==> src/rtl/sigma_delta_pkg.sv <==
// rtl/sigma_delta_pkg.sv - state type and midscale helper for the sigma-delta DAC sample scheduler
package sigma_delta_pkg;

  typedef enum logic [1:0] {
    IDLE     = 2'd0,
    RUN      = 2'd1,
    UNDERRUN = 2'd2
  } sched_state_t;

  function automatic logic [63:0] midscale(input int unsigned bitlen);
    return 64'd1 << (bitlen - 1);
  endfunction

endpackage

==> src/rtl/sigma_delta_fifo.sv <==
// rtl/sigma_delta_fifo.sv - synchronous sample FIFO with flush and occupancy output
module sigma_delta_fifo #(
  parameter int WIDTH = 24,
  parameter int DEPTH = 16
) (
  input  logic                     clk,
  input  logic                     rst,
  input  logic                     flush,
  input  logic                     push,
  input  logic [WIDTH-1:0]         push_data,
  input  logic                     pop,
  output logic [WIDTH-1:0]         head,
  output logic                     full,
  output logic                     empty,
  output logic [$clog2(DEPTH):0]   level
);

  localparam int AW = $clog2(DEPTH);
  localparam logic [AW:0] FULL_LVL = (AW + 1)'(DEPTH);

  logic [WIDTH-1:0] mem_q [DEPTH];
  logic [AW-1:0]    wr_ptr_q, wr_ptr_d;
  logic [AW-1:0]    rd_ptr_q, rd_ptr_d;
  logic [AW:0]      level_q, level_d;
  logic             do_push, do_pop;

  assign full    = (level_q == FULL_LVL);
  assign empty   = (level_q == '0);
  assign level   = level_q;
  assign head    = mem_q[rd_ptr_q];
  assign do_push = push && !full && !flush;
  assign do_pop  = pop && !empty && !flush;

  // Pointers are AW bits wide, so increments wrap modulo DEPTH for free.
  always_comb begin
    wr_ptr_d = wr_ptr_q;
    rd_ptr_d = rd_ptr_q;
    level_d  = level_q;
    if (flush) begin
      wr_ptr_d = '0;
      rd_ptr_d = '0;
      level_d  = '0;
    end else begin
      if (do_push) wr_ptr_d = wr_ptr_q + 1'b1;
      if (do_pop)  rd_ptr_d = rd_ptr_q + 1'b1;
      case ({do_push, do_pop})
        2'b10:   level_d = level_q + 1'b1;
        2'b01:   level_d = level_q - 1'b1;
        default: level_d = level_q;
      endcase
    end
  end

  always_ff @(posedge clk) begin
    if (rst) begin
      wr_ptr_q <= '0;
      rd_ptr_q <= '0;
      level_q  <= '0;
    end else begin
      wr_ptr_q <= wr_ptr_d;
      rd_ptr_q <= rd_ptr_d;
      level_q  <= level_d;
    end
  end

  always_ff @(posedge clk) begin
    if (do_push) mem_q[wr_ptr_q] <= push_data;
  end

endmodule

==> src/rtl/sigma_delta_dac_sched.sv <==
// rtl/sigma_delta_dac_sched.sv - two-source round-robin sample scheduler feeding the sigma-delta DAC
// SIGMA_DELTA_SCHED_HOLD_LAST_EN: underrun fill repeats the last popped sample instead of midscale.
module sigma_delta_dac_sched
  import sigma_delta_pkg::*;
#(
  parameter int DAC_BITLEN  = 24,
  parameter int FIFO_DEPTH  = 16,
  parameter int START_LEVEL = 8,
  parameter int CNT_WIDTH   = 16
) (
  input  logic                          clk,
  input  logic                          rst,
  input  logic                          enable,
  input  logic [DAC_BITLEN-1:0]         s0_data,
  input  logic                          s0_valid,
  output logic                          s0_ready,
  input  logic [DAC_BITLEN-1:0]         s1_data,
  input  logic                          s1_valid,
  output logic                          s1_ready,
  input  logic                          dac_ready,
  output logic [DAC_BITLEN-1:0]         dac_input,
  output logic [$clog2(FIFO_DEPTH):0]   fifo_level,
  output logic                          running,
  output logic [CNT_WIDTH-1:0]          underrun_cnt
);

  localparam int LW = $clog2(FIFO_DEPTH) + 1;
  localparam logic [DAC_BITLEN-1:0] MIDSCALE  = DAC_BITLEN'(midscale(DAC_BITLEN));
  localparam logic [LW-1:0]         START_LVL = LW'(START_LEVEL);

  sched_state_t            state_q, state_d;
  logic                    running_q, running_d;
  logic [DAC_BITLEN-1:0]   dac_input_q, dac_input_d;
  logic [CNT_WIDTH-1:0]    underrun_cnt_q, underrun_cnt_d;
  logic                    last_grant_q, last_grant_d;

  logic                    grant, accept_ok, push, pop, flush;
  logic [DAC_BITLEN-1:0]   push_data, fifo_head, fill;
  logic                    fifo_full, fifo_empty;
  logic [LW-1:0]           level;

  sigma_delta_fifo #(
    .WIDTH (DAC_BITLEN),
    .DEPTH (FIFO_DEPTH)
  ) u_fifo (
    .clk       (clk),
    .rst       (rst),
    .flush     (flush),
    .push      (push),
    .push_data (push_data),
    .pop       (pop),
    .head      (fifo_head),
    .full      (fifo_full),
    .empty     (fifo_empty),
    .level     (level)
  );

  always_comb begin
    if (s0_valid && s1_valid) grant = ~last_grant_q;
    else if (s1_valid)        grant = 1'b1;
    else                      grant = 1'b0;
  end

  // Full blocks both sources even on a popping cycle, keeping ready off the pop path.
  assign accept_ok    = !fifo_full && enable && !rst;
  assign s0_ready     = accept_ok && !grant;
  assign s1_ready     = accept_ok && grant;
  assign push         = (s0_valid && s0_ready) || (s1_valid && s1_ready);
  assign push_data    = grant ? s1_data : s0_data;
  assign last_grant_d = push ? grant : last_grant_q;

`ifdef SIGMA_DELTA_SCHED_HOLD_LAST_EN
  logic [DAC_BITLEN-1:0] hold_q, hold_d;

  always_comb begin
    hold_d = hold_q;
    if (flush)    hold_d = MIDSCALE;
    else if (pop) hold_d = fifo_head;
  end

  always_ff @(posedge clk) begin
    if (rst) hold_q <= MIDSCALE;
    else     hold_q <= hold_d;
  end

  assign fill = hold_q;
`else
  assign fill = MIDSCALE;
`endif

  always_comb begin
    state_d        = state_q;
    dac_input_d    = dac_input_q;
    underrun_cnt_d = underrun_cnt_q;
    pop            = 1'b0;
    flush          = 1'b0;
    if (!enable) begin
      state_d = IDLE;
      flush   = 1'b1;
      if (dac_ready) dac_input_d = MIDSCALE;
    end else begin
      case (state_q)
        IDLE: begin
          if (dac_ready) dac_input_d = MIDSCALE;
          if (level >= START_LVL) state_d = RUN;
        end
        RUN: begin
          if (dac_ready) begin
            if (!fifo_empty) begin
              pop         = 1'b1;
              dac_input_d = fifo_head;
            end else begin
              dac_input_d = fill;
              state_d     = UNDERRUN;
              if (underrun_cnt_q != '1) underrun_cnt_d = underrun_cnt_q + 1'b1;
            end
          end
        end
        UNDERRUN: begin
          if (dac_ready) dac_input_d = fill;
          if (level >= START_LVL) state_d = RUN;
        end
        default: state_d = IDLE;
      endcase
    end
    running_d = (state_d == RUN);
  end

  always_ff @(posedge clk) begin
    if (rst) begin
      state_q        <= IDLE;
      running_q      <= 1'b0;
      dac_input_q    <= MIDSCALE;
      underrun_cnt_q <= '0;
      last_grant_q   <= 1'b1;
    end else begin
      state_q        <= state_d;
      running_q      <= running_d;
      dac_input_q    <= dac_input_d;
      underrun_cnt_q <= underrun_cnt_d;
      last_grant_q   <= last_grant_d;
    end
  end

  assign dac_input    = dac_input_q;
  assign fifo_level   = level;
  assign running      = running_q;
  assign underrun_cnt = underrun_cnt_q;

endmodule

==> config.mk <==
export PLATFORM = sky130hd
export DESIGN_NAME = sigma_delta_dac_sched
export DESIGN_NICKNAME = d
export VERILOG_FILES = /design/src/rtl/sigma_delta_pkg.sv /design/src/rtl/sigma_delta_fifo.sv /design/src/rtl/sigma_delta_dac_sched.sv
export SDC_FILE = /design/constraint.sdc
export NUM_CORES = 1
export LEC_CHECK = 0
export CORE_MARGIN = 4
export CORE_UTILIZATION = 46
export DETAILED_ROUTE_END_ITERATION = 8
export HOLD_SLACK_MARGIN = 0.08
export PLACE_DENSITY = 0.67
export SYNTH_ARGS = -nofsm -noshare
export SYNTH_HDL_FRONTEND = slang
export SYNTH_SLANG_ARGS = --single-unit
==> constraint.sdc <==
create_clock -name clk -period 3.9 [get_ports clk]
set_clock_uncertainty 0.05 [all_clocks]
set_input_delay 0.975 -clock clk [delete_from_list [all_inputs] [get_ports clk]]
set_output_delay 0.975 -clock clk [all_outputs]
set_load 0.02 [all_outputs]
==> out/qor.yml <==
run_status:
  run_status: "complete, no violations"
clock_tree:
  clk_pin_slew_worst_paths_ps: 60
  htree_levels: 2
  cts.repair.resized: 0
  clock_tree.root_cell: "sky130_fd_sc_hd__clkbuf_16"
  tritoncts: "built"
  clkLatencyLatePin_ps: 540
  cts_buffer_depth: 3
  clock_buffers_created_by_tritoncts: 46
  cts_hold_repair.buffers: 0
  post_cts_setup_bufs: 0
  tritoncts_num_sinks: 445
placed_design:
  gp_congestion: 0.755
  detailed_place_hpwl_mm: 22.3
  dpl.cell_count: 1583
  io_buffers: 101
setup_path:
  worst-endpoint-arrival_ps: 2640
  worst-endpoint-required_ps: 2870
  regToRegEndpoint: "u_fifo.level[4]$_SDFFE_PP0P_"
  timing.critical_path.to_type: "output pin"
  setup.worst_path.start_class: "input pin"
  critical_path_peak_fanout: 4
  reg_to_reg_critical_path_startpoint: "u_fifo.level[1]$_SDFFE_PP0P_"
  r2r.worst_path.cells: 11
  ff2ff_setup_slack_ps: 1080
  type_of_the_worst_setup_path: "input pin to output pin"
  crit_path_start: "enable"
  endpoint: "s0_ready"
final_layout:
  final_layout_size_suffix_gt1_frac: 0.202
  design.final.nets: 1184
  area_growth_syn_to_layout_pct: 19.0
  highest_count_cells_in_the_layout_ignoring_fill_and_taps: "sky130_fd_sc_hd__edfxtp_1, sky130_fd_sc_hd__clkdlybuf4s50_1, sky130_fd_sc_hd__mux2i_1"
  final-instance-count-excl-fill: 1667
  antenna-diode-count: 0
  final_common_cell: "sky130_fd_sc_hd__edfxtp_1"
route:
  final_wirelength_mm: 38.0
  drt_first_iter_violations: 768
  detail_route.vias_per_cell: 5.58
  route.detailed.drc: 0
  route.detailed.wl_per_inst_um: 22.8
  vias: 9307
  detail-route-antenna-nets: 0
  drt-pass1-iter-count: 5
run:
  max-cap-violations: 0
sta:
  final.setup.tns_ps: 0
  rsz0062_at_grt: "no"
  layout_worst_path_cycle_share: 0.939
  min_period_ps: 3660
  timing.fmax_mhz: 273
  tightestPinTransition_ps: 1060
  slew-limit-headroom: 0.291
  timing.final.setup_violations: 0
  finalHoldViolCount: 0
  slew_violations: 0
logic_synthesis:
  yosys.cell_types.count: 63
  synthDominantCellAreaShare: 0.656
  synth.avg_cell_area_sq_um: 18.1
  synthTopCellsByArea: "sky130_fd_sc_hd__edfxtp_1, sky130_fd_sc_hd__mux4_2, sky130_fd_sc_hd__dfxtp_1"
  number_of_synthesized_flops_with_an_enable_pin: 384
  biggest_area_consumer_among_synthesized_cells: "sky130_fd_sc_hd__edfxtp_1"
  synth_fp_nets: 1033
  ys_seq_elements: 445
  synth_ff_type: "sky130_fd_sc_hd__edfxtp_1"
  synth_seq_area_share: 0.725
  yosysWarningCount: 0
  share_of_synthesized_flip_flops_with_an_asynchronous_set_or_reset: 0
  instance_count_of_the_mapped_netlist: 969
  synth.cell_area_sq_um: 17600
die:
  rows: 71
  floorplan.die.height_um: 203
  design.die.area_sq_um: 41400
  initial_core_util: 0.467
  io_pins: 102
  die-width_um: 203
  core_region_area_sq_um: 37700
grt:
  grt_pass1_wl_mm: 57.5
  grt_pass1_vias: 9538
  total_routing_usage_reported_by_global_routing: 0.183
  grt_max_degree: 68
  grt_antenna_before_repair: 0
  grt-ovfl-total: 0
pwr:
  power-per-cell-area_nw_per_um2: 462
  vdd_drop_max_mv: 0.319
  power.leakage_uw: 0.00664
min_path:
  hold_class: "register to register"
flip-flops by register name, summed over array words and instances (netlist names), named ones only:
register,cells
dac_input,24
last_grant_q,1
running,1
state_q,2
u_fifo.level,5
u_fifo.mem_q,384
u_fifo.rd_ptr_q,4
u_fifo.wr_ptr_q,4
underrun_cnt,16
cell families (layout without fill, tap and decap cells):
kind of cell               Yosys count  count (layout)  share of synthesized area
AOI/OAI and AO/OA                  112             112                     0.0456
xor gates and xnor gates            21              21                     0.0105
adders and majority gates           10              10                    0.00712
buffers and inverters               58             245                     0.0179
DFF                                445             445                      0.725
muxes                              180             180                      0.148
and+or+nand+nor                    143             143                     0.0454
report_power, final:
part	internal, uW	total (uW)	leakage (uW)	switching, uW
registers	5220	5230	0.00395	5.15
logic	97.4	255	0.00198	158
clock network	2470	4190	0.000713	1720
area by class of cell:
type | instances | area [sq um]
clock inverter | 16 | 138
sequential | 445 | 12800
clock buffer | 68 | 1320
tap | 511 | 639
fill | 2954 | 16700
timing repair buffer | 153 | 1440
multi-input combinational | 466 | 4600
inverter | 8 | 30.0
how the worst min path moves through the flow:
stage                              startpoint                   endpoint  slack, ps  depth (start not counted)
floorplan           last_grant_q$_SDFFE_PP1N_  last_grant_q$_SDFFE_PP1N_        390                          1
global placement    dac_input[0]$_SDFFE_PP0P_  dac_input[0]$_SDFFE_PP0P_        420                          2
detailed placement  dac_input[1]$_SDFFE_PP0P_  dac_input[1]$_SDFFE_PP0P_        420                          2
CTS                 dac_input[1]$_SDFFE_PP0P_  dac_input[1]$_SDFFE_PP0P_        430                          2
global route        dac_input[2]$_SDFFE_PP0P_  dac_input[2]$_SDFFE_PP0P_        460                          2
finish              dac_input[1]$_SDFFE_PP0P_  dac_input[1]$_SDFFE_PP0P_        430                          2
metrics by stage:
| stage | cell area, sq um | hold WS (ps) | total power (uW) | util | setup WS, ps |
|---|---|---|---|---|---|
| 3_5_place_dp | 19500 | 417 | 5590 | 0.517 | 171 |
| 5_1_grt | 20900 | 464 | 9980 | 0.555 | 171 |
| 2_1_floorplan | 17600 | 386 | 5460 | - | 439 |
| 4_1_cts | 20900 | 433 | 9750 | 0.555 | 222 |
| 6_report | 20900 | 428 | 9670 | 0.555 | 239 |
| 3_3_place_gp | 19500 | 421 | 5580 | 0.517 | 234 |
Yosys cell counts (2+ instances only):
| cell | number |
|---|---|
| sky130_fd_sc_hd__nand2_1 | 29 |
| sky130_fd_sc_hd__ha_1 | 10 |
| sky130_fd_sc_hd__dfxtp_1 | 61 |
| sky130_fd_sc_hd__o21ai_1 | 10 |
| sky130_fd_sc_hd__buf_1 | 5 |
| sky130_fd_sc_hd__a2111oi_0 | 2 |
| sky130_fd_sc_hd__xor2_1 | 4 |
| sky130_fd_sc_hd__nor3_1 | 11 |
| sky130_fd_sc_hd__nand3_1 | 11 |
| sky130_fd_sc_hd__a32oi_1 | 17 |
| sky130_fd_sc_hd__nor3_2 | 2 |
| sky130_fd_sc_hd__a22oi_1 | 41 |
| sky130_fd_sc_hd__nand3b_1 | 3 |
| sky130_fd_sc_hd__mux2i_1 | 95 |
| sky130_fd_sc_hd__a211o_1 | 3 |
| sky130_fd_sc_hd__and2_1 | 2 |
| sky130_fd_sc_hd__nand2b_1 | 4 |
| sky130_fd_sc_hd__nand4_1 | 7 |
| sky130_fd_sc_hd__mux2_2 | 25 |
| sky130_fd_sc_hd__inv_1 | 6 |
| sky130_fd_sc_hd__mux4_1 | 5 |
| sky130_fd_sc_hd__xnor2_1 | 17 |
| sky130_fd_sc_hd__a31oi_1 | 5 |
| sky130_fd_sc_hd__and4_1 | 2 |
| sky130_fd_sc_hd__clkbuf_8 | 2 |
| sky130_fd_sc_hd__o21ai_0 | 19 |
| sky130_fd_sc_hd__edfxtp_1 | 384 |
| sky130_fd_sc_hd__mux4_2 | 55 |
| sky130_fd_sc_hd__or3_1 | 2 |
| sky130_fd_sc_hd__buf_2 | 21 |
| sky130_fd_sc_hd__clkbuf_2 | 2 |
| sky130_fd_sc_hd__buf_4 | 2 |
| sky130_fd_sc_hd__nor2_2 | 2 |
| sky130_fd_sc_hd__a21oi_1 | 8 |
| sky130_fd_sc_hd__clkbuf_1 | 13 |
| sky130_fd_sc_hd__nor2_1 | 46 |
| sky130_fd_sc_hd__buf_6 | 4 |
| sky130_fd_sc_hd__nor2b_1 | 7 |
worst max-delay path, cell delays in order:
cell,delay (ps)
sky130_fd_sc_hd__clkdlybuf4s50_1,530
sky130_fd_sc_hd__nand2b_1,140
sky130_fd_sc_hd__a31oi_1,190
sky130_fd_sc_hd__nor2b_1,180
sky130_fd_sc_hd__clkdlybuf4s50_1,620
per-layer routing:
layer	vias to the layer above	routed length (um)	global-route usage
li1	4194	-	-
met1	4758	16100	0.253
met2	276	18500	0.299
met3	79	2350	0.0355
met4	0	985	0.0520
met5	-	0	0
(Power assumes the default switching activity.)
==> variant 1 (config.mk and constraints unchanged) <==
Set the parameter `START_LEVEL` to 4 (it was 8).
--- a/src/rtl/sigma_delta_dac_sched.sv
+++ b/src/rtl/sigma_delta_dac_sched.sv
@@ -6,5 +6,5 @@
   parameter int DAC_BITLEN  = 24,
   parameter int FIFO_DEPTH  = 16,
-  parameter int START_LEVEL = 8,
+  parameter int START_LEVEL = 4,
   parameter int CNT_WIDTH   = 16
 ) (
Function: same outputs for any inputs over 4 cycles, from zero or initial values and one cycle with rst high; that may be too few to reach the edited logic, so the function may still have changed.
==> variant 1 against the unedited design <==
- worst setup slack worse by 0.051 ns
- cell area up 0.71%
- sequential cell count unchanged
- register-to-register slack worse by 0.12 ns
- area after synthesis down 0.25%
- wire length down 1.4%
- critical endpoint is now s1_ready
- power up 2.3%
- critical path type unchanged
- largest power group unchanged
- maximum frequency down 1.4%
- sequential power about the same
- global-route usage about the same
==> variant 1: results (changes against the unedited design) <==
Drt
  – DR vias: 9,343 (was 9,307)
  – Post-Route WL: 37.4 mm (was 38.0 mm)
  – Avg WL per Cell: 22.2 µm (was 22.8 µm)
  – Iteration-0 DRC Markers: 747 (was 768)

Worst setup path
  – Worst-case reg-to-reg path depth: 12 (was 11)
  – FF-to-FF setup slack: 0.96 ns (was 1.08 ns)
  – Crit path DAT: 2.69 ns (was 2.64 ns)
  – CP Max Fanout: 7 (was 4)

Status
  – Status: completed (unchanged)

Global route
  – Largest net degree at the start of global routing: 62 (was 68)
  – Vias in the first global route: 9,721 (was 9,538)
  – First-pass GRT wire length: 57.9 mm (was 57.5 mm)
  – GR Util All Layers: 18.2% (was 18.3%)

STA
  – Max-slew headroom: 40.4% (was 29.1%)
  – Hold_ws: 0.406 ns (was 0.428 ns)
  – Tmin final: 3.71 ns (was 3.66 ns)

Logic synthesis
  – Register area share after synthesis: 72.7% (was 72.5%)
  – Syn_area_per_cell: 17.6 µm² (was 18.1 µm²)
  – Post-synth top cells: 384 x edfxtp_1, 101 x mux2i_1, 61 x dfxtp_1 (was 384 x edfxtp_1, 95 x mux2i_1, 61 x dfxtp_1)
  – Syn_nets: 1,059 (was 1,033)
  – Netlist cell types: 51 (was 63)

Placement
  – GPL Wtd Cong: 0.793 (was 0.755)
  – Final HPWL DP: 22.0 mm (was 22.3 mm)
  – Placed Cells: 1,601 (was 1,583)
  – Placement Cell Area: 19,500 µm² (about the same)
  – Pre-CTS WS: 0.157 ns (was 0.171 ns)

Finish
  – Share of cells above drive strength 1: 21.0% (was 20.2%)
  – Fillcell total: 2,946 (was 2,954)
  – Final Net Count: 1,203 (was 1,184)
  – Max FFs per register: 384 (unchanged)

Clocking
  – Worst skew pair latency: 0.56 ns (was 0.54 ns)
  – Cts bufs inserted: 47 (was 46)

Worst hold path
  – Worst Hold Launch: dac_input[23]$_SDFFE_PP1P_ (was dac_input[1]$_SDFFE_PP0P_)
  – Hold Path Sink: dac_input[23]$_SDFFE_PP1P_ (was dac_input[1]$_SDFFE_PP0P_)

Power and ir drop
  – Leak: 0.00666 µW (was 0.00664 µW)
[variant 1: cell count changes after synthesis, sizes merged, moves of 8 or more]
cell,before,now
xnor2,17,5
buf,33,25
clkbuf,17,29
mux2,25,47
mux4,60,50
nand2,29,59
xor2,4,15
o21ai,29,3
[variant 1: worst max-delay path by stage]
stage            from                            to  cells past startpoint
2_1_floorplan     rst  u_fifo.level[4]$_SDFFE_PP0P_                     13
3_3_place_gp   enable  u_fifo.level[4]$_SDFFE_PP0P_                     13
3_5_place_dp   enable  u_fifo.level[4]$_SDFFE_PP0P_                     13
4_1_cts        enable                      s1_ready                      6
5_1_grt        enable                      s1_ready                      6
6_report       enable                      s1_ready                      6
[variant 1: metal layers]
metal	vias to the layer above	global-route usage, %	share of wire (%)	wire length, µm
met3	57	3.16	6.5	2430
met4	0	5.03	2.0	758
met5	-	0	0	0
li1	4262	-	-	-
met2	317	29.2	47	17600
met1	4707	26.1	44	16600
[variant 1: final cells by class]
cell class,instances,area [µm²],share of cell area (%)
Clock buffer,61,1310,6.22
Tap cell,511,639,3.03
Inverter,7,26.3,0.125
Timing Repair Buffer,149,1450,6.87
Clock inverter,27,255,1.21
Multi-Input combinational cell,489,4630,22.0
Sequential cell,445,12800,60.6
[variant 1: cell families (layout without fill, tap and decap cells)]
kind of cell,after synthesis,after routing,synth area share [%]
AO/OA/AOI/OAI,103,103,4.48
XOR/XNOR,20,20,0.999
adder cells (fa/ha/maj),10,10,0.714
buffers and inverters,61,244,1.46
flip-flops,445,445,72.7
multiplexers,198,198,15.2
AND/OR/NAND/NOR,158,158,4.41
[variant 1: report_power, final]
part	internal (µW)	total [µW]	switching (µW)
registers	5220	5230	5.37
clock network	2640	4410	1770
logic	95.4	251	155
==> variant 2 (same settings) <==
Without the edit above. The 3 states of `sched_state_t` get a one-hot encoding in 3 bits.
--- a/src/rtl/sigma_delta_pkg.sv
+++ b/src/rtl/sigma_delta_pkg.sv
@@ -2,8 +2,8 @@
 package sigma_delta_pkg;
 
-  typedef enum logic [1:0] {
-    IDLE     = 2'd0,
-    RUN      = 2'd1,
-    UNDERRUN = 2'd2
+  typedef enum logic [2:0] {
+    IDLE     = 3'b001,
+    RUN      = 3'b010,
+    UNDERRUN = 3'b100
   } sched_state_t;
 
Check against the original RTL: same outputs for any inputs over 4 cycles, from zero or initial values and one cycle with rst high; so few cycles prove little.
==> variant 2 against the unedited design <==
- combinational power increased by 5%
- wire length is 3.2% higher
- power shrank 0.27%
- register-to-register slack improved by 0.03 ns
- worst setup slack lost 0.061 ns
- cell area rose by 1.3%
- critical path depth unchanged
- sequential cell count increased by 1
- area after synthesis increased by 0.89%
- critical endpoint is now s1_ready
==> variant 2: results (changes against the unedited design) <==
Drt
  – Avg WL per Cell: 23.7 µm (was 22.8 µm)
  – DR vias: 9,543 (was 9,307)
  – Iteration-0 DRC Markers: 610 (was 768)
  – Routed wl met3: 2.58 mm (was 2.35 mm)
  – Met2 wire len: 19.3 mm (was 18.5 mm)
  – M1 WL: 16.4 mm (was 16.1 mm)
  – Highest routed layer: met4 (unchanged)

Logic synthesis
  – Netlist cell types: 53 (was 63)
  – Register area share after synthesis: 72.0% (was 72.5%)
  – Largest cells by area after synthesis: edfxtp_1 65%, mux4_2 12%, dfxtp_1 7.0% (was edfxtp_1 66%, mux4_2 7.0%, dfxtp_1 6.9%)
  – Number of synthesized flops with an enable pin: 384 (unchanged)
  – Post-synth top cells: 384 x edfxtp_1, 96 x mux4_2, 62 x dfxtp_1 (was 384 x edfxtp_1, 95 x mux2i_1, 61 x dfxtp_1)

Global route
  – Met1 usage: 26.1% (was 25.3%)
  – First-pass GRT wire length: 58.9 mm (was 57.5 mm)
  – Largest net degree at the start of global routing: 50 (was 68)
  – GR Util All Layers: 18.7% (was 18.3%)
  – Met2 Usage GRT: 31.4% (was 29.9%)
  – Met3 Track Usage GR: 2.79% (was 3.55%)
  – Vias in the first global route: 9,676 (was 9,538)

Placement
  – Placement Cell Area: 19,800 µm² (was 19,500 µm²)
  – Port bufs: 101 (unchanged)
  – GPL Wtd Cong: 0.816 (was 0.755)
  – Final HPWL DP: 22.0 mm (was 22.3 mm)

Power and ir drop
  – Logic power comb: 268 µW (was 255 µW)
  – Net Sw Power: 1920 µW (was 1880 µW)
  – Power Density: 455 nW/µm² (was 462 nW/µm²)
  – Clk power: 4140 µW (was 4190 µW)
  – Max rail drop VDD: 0.333 mV (was 0.319 mV)
  – Leak: 0.00646 µW (was 0.00664 µW)

STA
  – Tightest Pin Transition: 1.37 ns (was 1.06 ns)

Clocking
  – Worst skew pair latency: about 0.55 ns
  – Cts bufs inserted: 46 (unchanged)
  – Root Buffer: clkbuf_16 (unchanged)

Finish
  – Final Net Count: 1,169 (was 1,184)
  – Fillcell total: 2,954 (unchanged)
  – Share of cells above drive strength 1: 22.2% (was 20.2%)
  – Number of antenna diodes: 0 (unchanged)

Floorplanning
  – Die ar.: 41,800 µm² (was 41,400 µm²)

Worst setup path
  – CP Max Fanout: 4 (unchanged)
  – Crit path DAT: 2.70 ns (was 2.64 ns)

Status
  – Status: completed (unchanged)
-- variant 2: logic make-up after synthesis --
group	synth area share, %
DFF	72.0
muxes	16.6
and+or+nand+nor	4.52
adders and majority gates	0.635
buffers and inverters	1.65
xor gates and xnor gates	0.988
AOI/OAI and AO/OA	3.63
-- variant 2: metrics by stage --
step	setup slack (ns)	cells	util, %
6_report	0.177	1655	56.0
2_1_floorplan	-0.888	970	-
3_3_place_gp	0.168	1569	52.2
5_1_grt	0.0144	1655	56.0
4_1_cts	0.139	1655	56.0
3_5_place_dp	0.152	1569	52.2
-- variant 2: final timing paths --
path | from | endpoint | slack [ns] | cells past startpoint
worst max-delay path | enable | s1_ready | 0.18 | 5
worst max register to register | u_fifo.level[0]$_SDFFE_PP0P_ | u_fifo.level[4]$_SDFFE_PP0P_ | 1.11 | 10
worst min register to register | dac_input[18]$_SDFFE_PP0P_ | dac_input[18]$_SDFFE_PP0P_ | 0.46 | 2
worst min-delay path | dac_input[18]$_SDFFE_PP0P_ | dac_input[18]$_SDFFE_PP0P_ | 0.46 | 2
-- variant 2: cell type report --
type / instances / area (µm²) / area share [%]
Clock inverter: 12 / 81.3 / 0.384
Inverter: 14 / 52.6 / 0.248
Multi-Input combinational cell: 455 / 4770 / 22.5
Timing Repair Buffer: 143 / 1510 / 7.12
Tap cell: 511 / 639 / 3.02
Sequential cell: 446 / 12800 / 60.3
Clock buffer: 74 / 1360 / 6.41
-- variant 2: critical path, stage by stage --
cell,delay (ns)
clkdlybuf4s50_1,0.48
nand2b_1,0.18
a21oi_1,0.28
and2_1,0.17
clkdlybuf4s50_1,0.61
